--- config.mk ---
export PLATFORM = sky130hd
export DESIGN_NAME = uart_event_gen
export DESIGN_NICKNAME = d
export VERILOG_FILES = /design/src/rtl/uart_event_gen.sv
export SDC_FILE = /design/constraint.sdc
export NUM_CORES = 1
export LEC_CHECK = 0
export BUFFER_PORTS_ARGS = -buffer_cell sky130_fd_sc_hd__buf_2
export CAP_MARGIN = 20
export CORE_MARGIN = 8
export CORE_UTILIZATION = 60
export CTS_BUF_LIST = sky130_fd_sc_hd__clkbuf_4 sky130_fd_sc_hd__clkbuf_8
export CTS_CLUSTER_DIAMETER = 80
export DETAILED_ROUTE_END_ITERATION = 12
export HOLD_SLACK_MARGIN = 0.05
export MAX_ROUTING_LAYER = met4
export PLACE_DENSITY = 0.79
export SLEW_MARGIN = 20
export SYNTH_ARGS = -nofsm -noshare
export SYNTH_HDL_FRONTEND = slang
export SYNTH_SLANG_ARGS = --single-unit
--- constraint.sdc ---
create_clock -name clk -period 5.7 [get_ports clk]
set_clock_uncertainty 0.15 [all_clocks]
set_input_delay 0.57 -clock clk [delete_from_list [all_inputs] [get_ports clk]]
set_output_delay 0.57 -clock clk [all_outputs]
set_load 0.01 [all_outputs]
--- src/rtl/uart_event_gen.sv ---
// UART receive FIFO with registered one-cycle event strobes for an interrupt controller.
// Optional break detection on event bit 7 is enabled by defining UART_BREAK_DETECT_EN.
module uart_event_gen #(
    parameter int unsigned FIFO_DEPTH     = 8,
    parameter int unsigned TIMEOUT_CYCLES = 1024,
    parameter int unsigned BREAK_CYCLES   = 4096
) (
    input  logic       clk,
    input  logic       rst,
    input  logic       rx_valid,
    input  logic [7:0] rx_data,
    input  logic       rx_frame_err,
    input  logic       rx_parity_err,
    input  logic       rx_line,
    input  logic       tx_busy,
    input  logic       rd_en,
    input  logic [3:0] rx_threshold,
    output logic [7:0] rd_data,
    output logic [4:0] fifo_count,
    output logic       fifo_empty,
    output logic       fifo_full,
    output logic [7:0] event_pulses
);

    localparam int unsigned PTR_W  = (FIFO_DEPTH > 1) ? $clog2(FIFO_DEPTH) : 1;
    localparam int unsigned IDLE_W = $clog2(TIMEOUT_CYCLES + 2);

    localparam logic [4:0]        DEPTH_C   = 5'(FIFO_DEPTH);
    localparam logic [IDLE_W-1:0] IDLE_FIRE = IDLE_W'(TIMEOUT_CYCLES);
    localparam logic [IDLE_W-1:0] IDLE_SAT  = IDLE_W'(TIMEOUT_CYCLES + 1);

    localparam int unsigned EV_RX_DATA    = 0;
    localparam int unsigned EV_RX_THRESH  = 1;
    localparam int unsigned EV_RX_TIMEOUT = 2;
    localparam int unsigned EV_RX_OVERRUN = 3;
    localparam int unsigned EV_FRAME_ERR  = 4;
    localparam int unsigned EV_PARITY_ERR = 5;
    localparam int unsigned EV_TX_DONE    = 6;
    localparam int unsigned EV_BREAK      = 7;

    logic [7:0]        mem_q [FIFO_DEPTH];
    logic [PTR_W-1:0]  wr_ptr_q, wr_ptr_d;
    logic [PTR_W-1:0]  rd_ptr_q, rd_ptr_d;
    logic [4:0]        count_q, count_d;
    logic [IDLE_W-1:0] idle_q, idle_d;
    logic              txb_q, txb_d;
    logic [7:0]        ev_q, ev_d;

    logic empty_w, full_w, push_w, pop_w, idle_clr_w, brk_fire_w;
    logic [4:0] thr_w;

    always_comb begin
        empty_w    = (count_q == 5'd0);
        full_w     = (count_q == DEPTH_C);
        pop_w      = rd_en && !empty_w;
        // A pop in the same cycle frees the slot, so a push into a full FIFO is legal then.
        push_w     = rx_valid && (!full_w || rd_en);
        thr_w      = {1'b0, rx_threshold};

        wr_ptr_d   = push_w ? wr_ptr_q + PTR_W'(1) : wr_ptr_q;
        rd_ptr_d   = pop_w  ? rd_ptr_q + PTR_W'(1) : rd_ptr_q;
        count_d    = count_q + 5'(push_w) - 5'(pop_w);

        idle_clr_w = push_w || pop_w || empty_w;
        if (idle_clr_w) begin
            idle_d = '0;
        end else if (idle_q == IDLE_SAT) begin
            idle_d = idle_q;
        end else begin
            idle_d = idle_q + IDLE_W'(1);
        end

        txb_d = tx_busy;

        ev_d                = '0;
        ev_d[EV_RX_DATA]    = push_w;
        ev_d[EV_RX_THRESH]  = (rx_threshold != 4'd0) && (count_q < thr_w) && (count_d >= thr_w);
        // Counter parks one above the fire value, so this matches only once per idle stretch.
        ev_d[EV_RX_TIMEOUT] = (idle_q == IDLE_FIRE);
        ev_d[EV_RX_OVERRUN] = rx_valid && full_w && !rd_en;
        ev_d[EV_FRAME_ERR]  = rx_valid && rx_frame_err;
        ev_d[EV_PARITY_ERR] = rx_valid && rx_parity_err;
        ev_d[EV_TX_DONE]    = txb_q && !tx_busy;
        ev_d[EV_BREAK]      = brk_fire_w;
    end

    always_ff @(posedge clk) begin
        if (rst) begin
            wr_ptr_q <= '0;
            rd_ptr_q <= '0;
            count_q  <= '0;
            idle_q   <= '0;
            txb_q    <= 1'b0;
            ev_q     <= '0;
        end else begin
            wr_ptr_q <= wr_ptr_d;
            rd_ptr_q <= rd_ptr_d;
            count_q  <= count_d;
            idle_q   <= idle_d;
            txb_q    <= txb_d;
            ev_q     <= ev_d;
        end
    end

    always_ff @(posedge clk) begin
        if (push_w && !rst) begin
            mem_q[wr_ptr_q] <= rx_data;
        end
    end

`ifdef UART_BREAK_DETECT_EN
    localparam int unsigned BRK_W = $clog2(BREAK_CYCLES + 1);
    localparam logic [BRK_W-1:0] BRK_LAST = BRK_W'(BREAK_CYCLES - 1);
    localparam logic [BRK_W-1:0] BRK_SAT  = BRK_W'(BREAK_CYCLES);

    logic [BRK_W-1:0] brk_q, brk_d;

    always_comb begin
        if (rx_line) begin
            brk_d = '0;
        end else if (brk_q == BRK_SAT) begin
            brk_d = brk_q;
        end else begin
            brk_d = brk_q + BRK_W'(1);
        end
        brk_fire_w = !rx_line && (brk_q == BRK_LAST);
    end

    always_ff @(posedge clk) begin
        if (rst) begin
            brk_q <= '0;
        end else begin
            brk_q <= brk_d;
        end
    end
`else
    logic unused_rx_line;
    assign unused_rx_line = rx_line;
    assign brk_fire_w     = 1'b0;
`endif

    assign rd_data      = mem_q[rd_ptr_q];
    assign fifo_count   = count_q;
    assign fifo_empty   = empty_w;
    assign fifo_full    = full_w;
    assign event_pulses = ev_q;

endmodule

Yosys cells after proc, flatten, opt, wreduce, memory -nomap -nowiden
Memories as Yosys holds them, arrays and structs flattened. A register that Yosys moved wholly into a read port is not among the register bits.
Cells that the tools add are included.

cells by class
  $add $sub $neg = 5
  $mul = 0
  divide/modulo/power cells = 0
  order comparisons = 2
  equality and inequality tests = 3
  shift operators = 0
  muxes and demuxes = 4
  bitwise gates (word level) = 0
  reductions and logical operators = 21

operator list
  kind                                                 number
  equality test 11 bit, second input constant          2
  adder 11 x 1 -> 11 bit, second input constant        1
  logical AND 1 bit                                    10
  adder 3 x 1 -> 3 bit, second input constant          2
  two-way mux 3 bit                                    2
  adder 5 x 1 -> 5 bit                                 1
  equality test 5 x 4 -> 1 bit, second input constant  1
  >= comparator 5 x 4 -> 1 bit                         1
  zero test 1 bit                                      5
  zero test 5 bit                                      1
  less-than comparator 5 x 4 -> 1 bit                  1
  subtractor 5 x 1 -> 5 bit                            1
  nonzero test 4 bit                                   1
  logical OR 1 bit                                     3
  two-way mux 1 bit                                    2
  OR reduction 2 bit                                   1

storage, ports and cells
  flip-flop bits (word level) = 31
  bits in latches = 0
  RAM bits = 64
  bits in read-only memories = 0
  bits of input ports = 20
  output and inout port bits = 23
  word-level logic and storage cells = 43
  memories = 1

memory list
  memory  depth  width  read ports  clocked after memory_dff  wr ports  RTL line  RTL
  mem_q   8      8      1           1                         1         41        logic [7:0] mem_q [FIFO_DEPTH];

Depth between registers and ports, before layout
  depth after elaboration = 8
  gate-level depth with buffers = 16
  mapped depth without buffers = 15

Worst setup path before layout
No wires, ideal clock.

  kind = reg-to-reg
  start = register count_q[3] (netlist: fifo_count[3])
  end = register ev_q[1] (netlist: event_pulses[1])
  library setup time = 122 ps
  data arrival time = 3047 ps
  required time = 5428 ps
  slack = 2381 ps
  cell stages (with the launch flop) = 12
  path buffers = 0
  clock period less this slack = 3319 ps
  cell sequence = dfxtp_1 -> ha_1 -> or4b_4 -> o21ai_4 -> ha_1 -> ha_1 -> fa_1 -> xor2_1 -> ha_1 -> o21ai_0 -> a21oi_1 -> o311a_1

between the ends
  word-level cells in the longest chain between the ends = 8

ends and longest elaborated chain
  item                            RTL line  RTL
  from (decl)                     44        logic [4:0] count_q, count_d;
  from (signal assigned)          98        count_q <= count_d;
  equality test 5 x 4 -> 1 bit    54        full_w = (count_q == DEPTH_C);
  zero test 1 bit                 57        push_w = rx_valid && (!full_w || rd_en);
  logical OR 1 bit                57
  logical AND 1 bit               57
  adder 5 x 1 -> 5 bit            62        count_d = count_q + 5'(push_w) - 5'(pop_w);
  subtractor 5 x 1 -> 5 bit *     62
  named net count_d[2]            44
  >= comparator 5 x 4 -> 1 bit *  77        ev_d[EV_RX_THRESH] = (rx_threshold != 4'd0) && (count_q < thr_w) && (count_d >= thr_w);
  logical AND 1 bit *             77
  to (signal assigned)            101       ev_q <= ev_d;
  to (decl)                       47        logic [7:0] ev_q, ev_d;

Mark *: on every way through the listed nets, which the timed path passes. The rest lies on a longest branch.
A chain may end at the register's enable or synchronous reset.

Worst setup path after layout
  start = register count_q[2] (netlist: fifo_count[2])
  end = register ev_q[1] (netlist: event_pulses[1])

Same word-level chain as after synthesis.

==> run summary <==
total wire length: 6892 um
Critical Path End: event_pulses[1]
Global Route Usage Sum: 15.36%
max_cap viols: 0
post-synth top area share: 46.57%
Fillers: 460
RD Place Congestion: 0.8371
initial core utilization: 61.42%
Post-CTS Resized: 0
Crit. End Element: register
1st-pass router iterations: 4
worst path required time: 5.81 ns
fin crit share: 61.30%
Seq cells post-synth: 97
Syn. warnings: 0
# clock sinks: 97
R2R cell count: 12
post-synth top area cell: edfxtp_1
worst r2r dst: event_pulses[1]
Reg area: 2582 sq um
H-tree lvl count: 3
Netlist cell types: 46
setup bufs post-CTS: 0
Core Box Area: 6719 sq um
post-layout util: 69.24%
antenna violations before repair: 0
Period minus WS final: 3.494 ns
Peak VDD IR: 0.3248 mV
Die Y: 98.93 um
share of layout cells above drive strength 1: 25.54%
CTS Root Cell: clkbuf_8
CP startpoint: fifo_count[2]
Hold Buf Count CTS: 0
Worst Tran Pin Value: 0.9846 ns
Final ANT Viol Nets: 0
first-pass GRT wire length: 11,200 um
post-synthesis async set-or-reset flop share: 0%
diode count: 0
Post-Syn Area per Cell: 15.06 sq um
Min Hold Slack: 0.2259 ns
nets: 361
Main synth FF type: edfxtp_1
Clock transition at path regs: 0.10 ns
# rows: 30
HP Start: tx_busy
critical path startpoint category: register
final hold viol count: 0
Post-synth EDFFs: 64
crit-path max cell delay: 0.50 ns
Post-Layout Inst Area: 4652 sq um
TNS Setup: 0 ns
top cells by area, synth: edfxtp_1, dfxtp_1, ha_1
vias in the first global route: 2,335
final setup fails: 0
DRC Markers: 0
critical path, cell by cell: inv_1 -> ha_1 -> or4b_4 -> o21ai_4 -> ha_1 -> ha_1 -> fa_1 -> xor2_1 -> ha_1 -> o21ai_0 -> a21oi_1 -> o311a_1
# IOs: 43
worst-path maximum fanout: 6
Syn Inst Count: 274
Final Max Tran Viols: 0
Starting DRT DRC Count: 79
PwrDens: 410.7 nW/um^2
synth cell count leaders: edfxtp_1, dfxtp_1, nor2_1
via density per instance: 5.598
CTS Buf Count: 9
die footprint: 9787 sq um
CTS max path bufs: 2
CP dominant cell by count: ha_1
WS Path Type: reg -> reg
DR vias: 2,267
largest net degree at the start of global routing: 23
Worst Hold Class: in -> reg
Worst Path Arrival: 3.60 ns
multi-input logic area: 1416 sq um
CTS tree: done
area of placed instances: 4393 sq um
Post-Layout Cell Count: 405
Max stage delay cell, worst path: or4b_4
Die Wd: 98.93 um
Seq/Total Area, Yosys: 62.58%
count leader, synth: edfxtp_1
unrepaired setup endpoints after global routing: no
status: finished clean
dpl hpwl: 4638 um
Area Overhead vs Synth: 12.73%
fmax: 0.2862 GHz
R2R setup slack: 2.21 ns
Pleak: 0.001761 uW
routed len/inst: 17.02 um
IO Port Bufs: 40
clock latency on the worst-skew pair: 0.36 ns
reg2reg start: fifo_count[2]
GRT overflow: 0
Netlist Area Pre-Place: 4126 sq um
Cells after DPL: 389
Slew headroom: 34.27%
syn_nets: 315
## worst min path at each step
stage | end | slack (ns) | depth (start not counted)
after global placement | event_pulses[6] | 0.29 | 1
after global routing | event_pulses[6] | 0.21 | 2
after floorplan | event_pulses[6] | 0.29 | 1
after CTS | event_pulses[6] | 0.21 | 2
final | event_pulses[6] | 0.23 | 2
after detailed placement | event_pulses[6] | 0.31 | 1
## logic make-up (layout without fill, tap and decap cells)
| family | after synthesis | in the layout | synth area share [%] |
|---|---|---|---|
| AO/OA/AOI/OAI | 16 | 16 | 2.668 |
| XOR/XNOR | 16 | 16 | 3.396 |
| adder cells (fa/ha/maj) | 21 | 21 | 6.549 |
| buffers and inverters | 26 | 77 | 3.214 |
| flip-flops | 97 | 97 | 62.58 |
| multiplexers | 26 | 26 | 12.04 |
| other | 1 | 1 | 0.09088 |
| AND/OR/NAND/NOR | 71 | 71 | 9.461 |
## critical path, delay by kind of cell, from the launching register on
kind / cells / cell delay [ns]
adder cells (fa/ha/maj): 5 / 1.28
AO/OA/AOI/OAI: 4 / 0.77
XOR/XNOR: 1 / 0.21
flip-flops: 1 / 0.35
AND/OR/NAND/NOR: 1 / 0.50
buffers and inverters: 1 / 0.11
## per-layer routing
metal  wire [um]  part of all wire (%)  track usage [%]
met5           0                     0                -
met4         121                   1.8            6.494
met3         287                   4.2            4.017
met2        3535                    51            25.99
met1        2949                    43            16.77
## through the flow
stage / power, uW / setup slack [ns]
global route: 2020 / 1.988
global placement: 1367 / 2.222
detailed placement: 1383 / 2.219
finish: 1911 / 2.206
CTS: 1933 / 2.193
floorplan: 1250 / 2.381
## layout by cell type (no fill, tap or decap), types with 6 or more instances in the layout
master / netlist / layout
nor2_1: 21 / 21
ha_1: 20 / 20
mux2_2: 8 / 8
nor2b_1: 7 / 7
clkbuf_8: 1 / 9
inv_1: 17 / 17
mux4_2: 9 / 9
nand2_1: 6 / 6
xor2_1: 11 / 11
a21oi_1: 6 / 6
dfxtp_1: 33 / 33
edfxtp_1: 64 / 64
buf_2: 2 / 40
mux4_1: 7 / 7
nand3_1: 6 / 6
## power breakdown
| group | leakage (uW) | internal, uW | switching (uW) |
|---|---|---|---|
| combinational | 0.000784 | 259 | 233 |
| sequential | 0.000848 | 795 | 69.5 |
| clock | 0.000129 | 301 | 252 |
## state kept, by name, indices dropped and copies added, names as in the netlist, named ones only
signal and flops:
event_pulses 7, fifo_count 5, idle_q 11, mem_q 64
rd_ptr_q 3, txb_q 1, wr_ptr_q 3
## area by class of cell
class / count / share of cell area, %
clock buffers: 9 / 2.663
well taps: 80 / 2.152
multi-input cells: 151 / 30.45
clock inverters: 7 / 2.905
flip-flops and latches: 97 / 55.51
inverters: 17 / 1.372
repair buffers: 44 / 4.949
No activity file was read; power rests on OpenSTA's default activity.
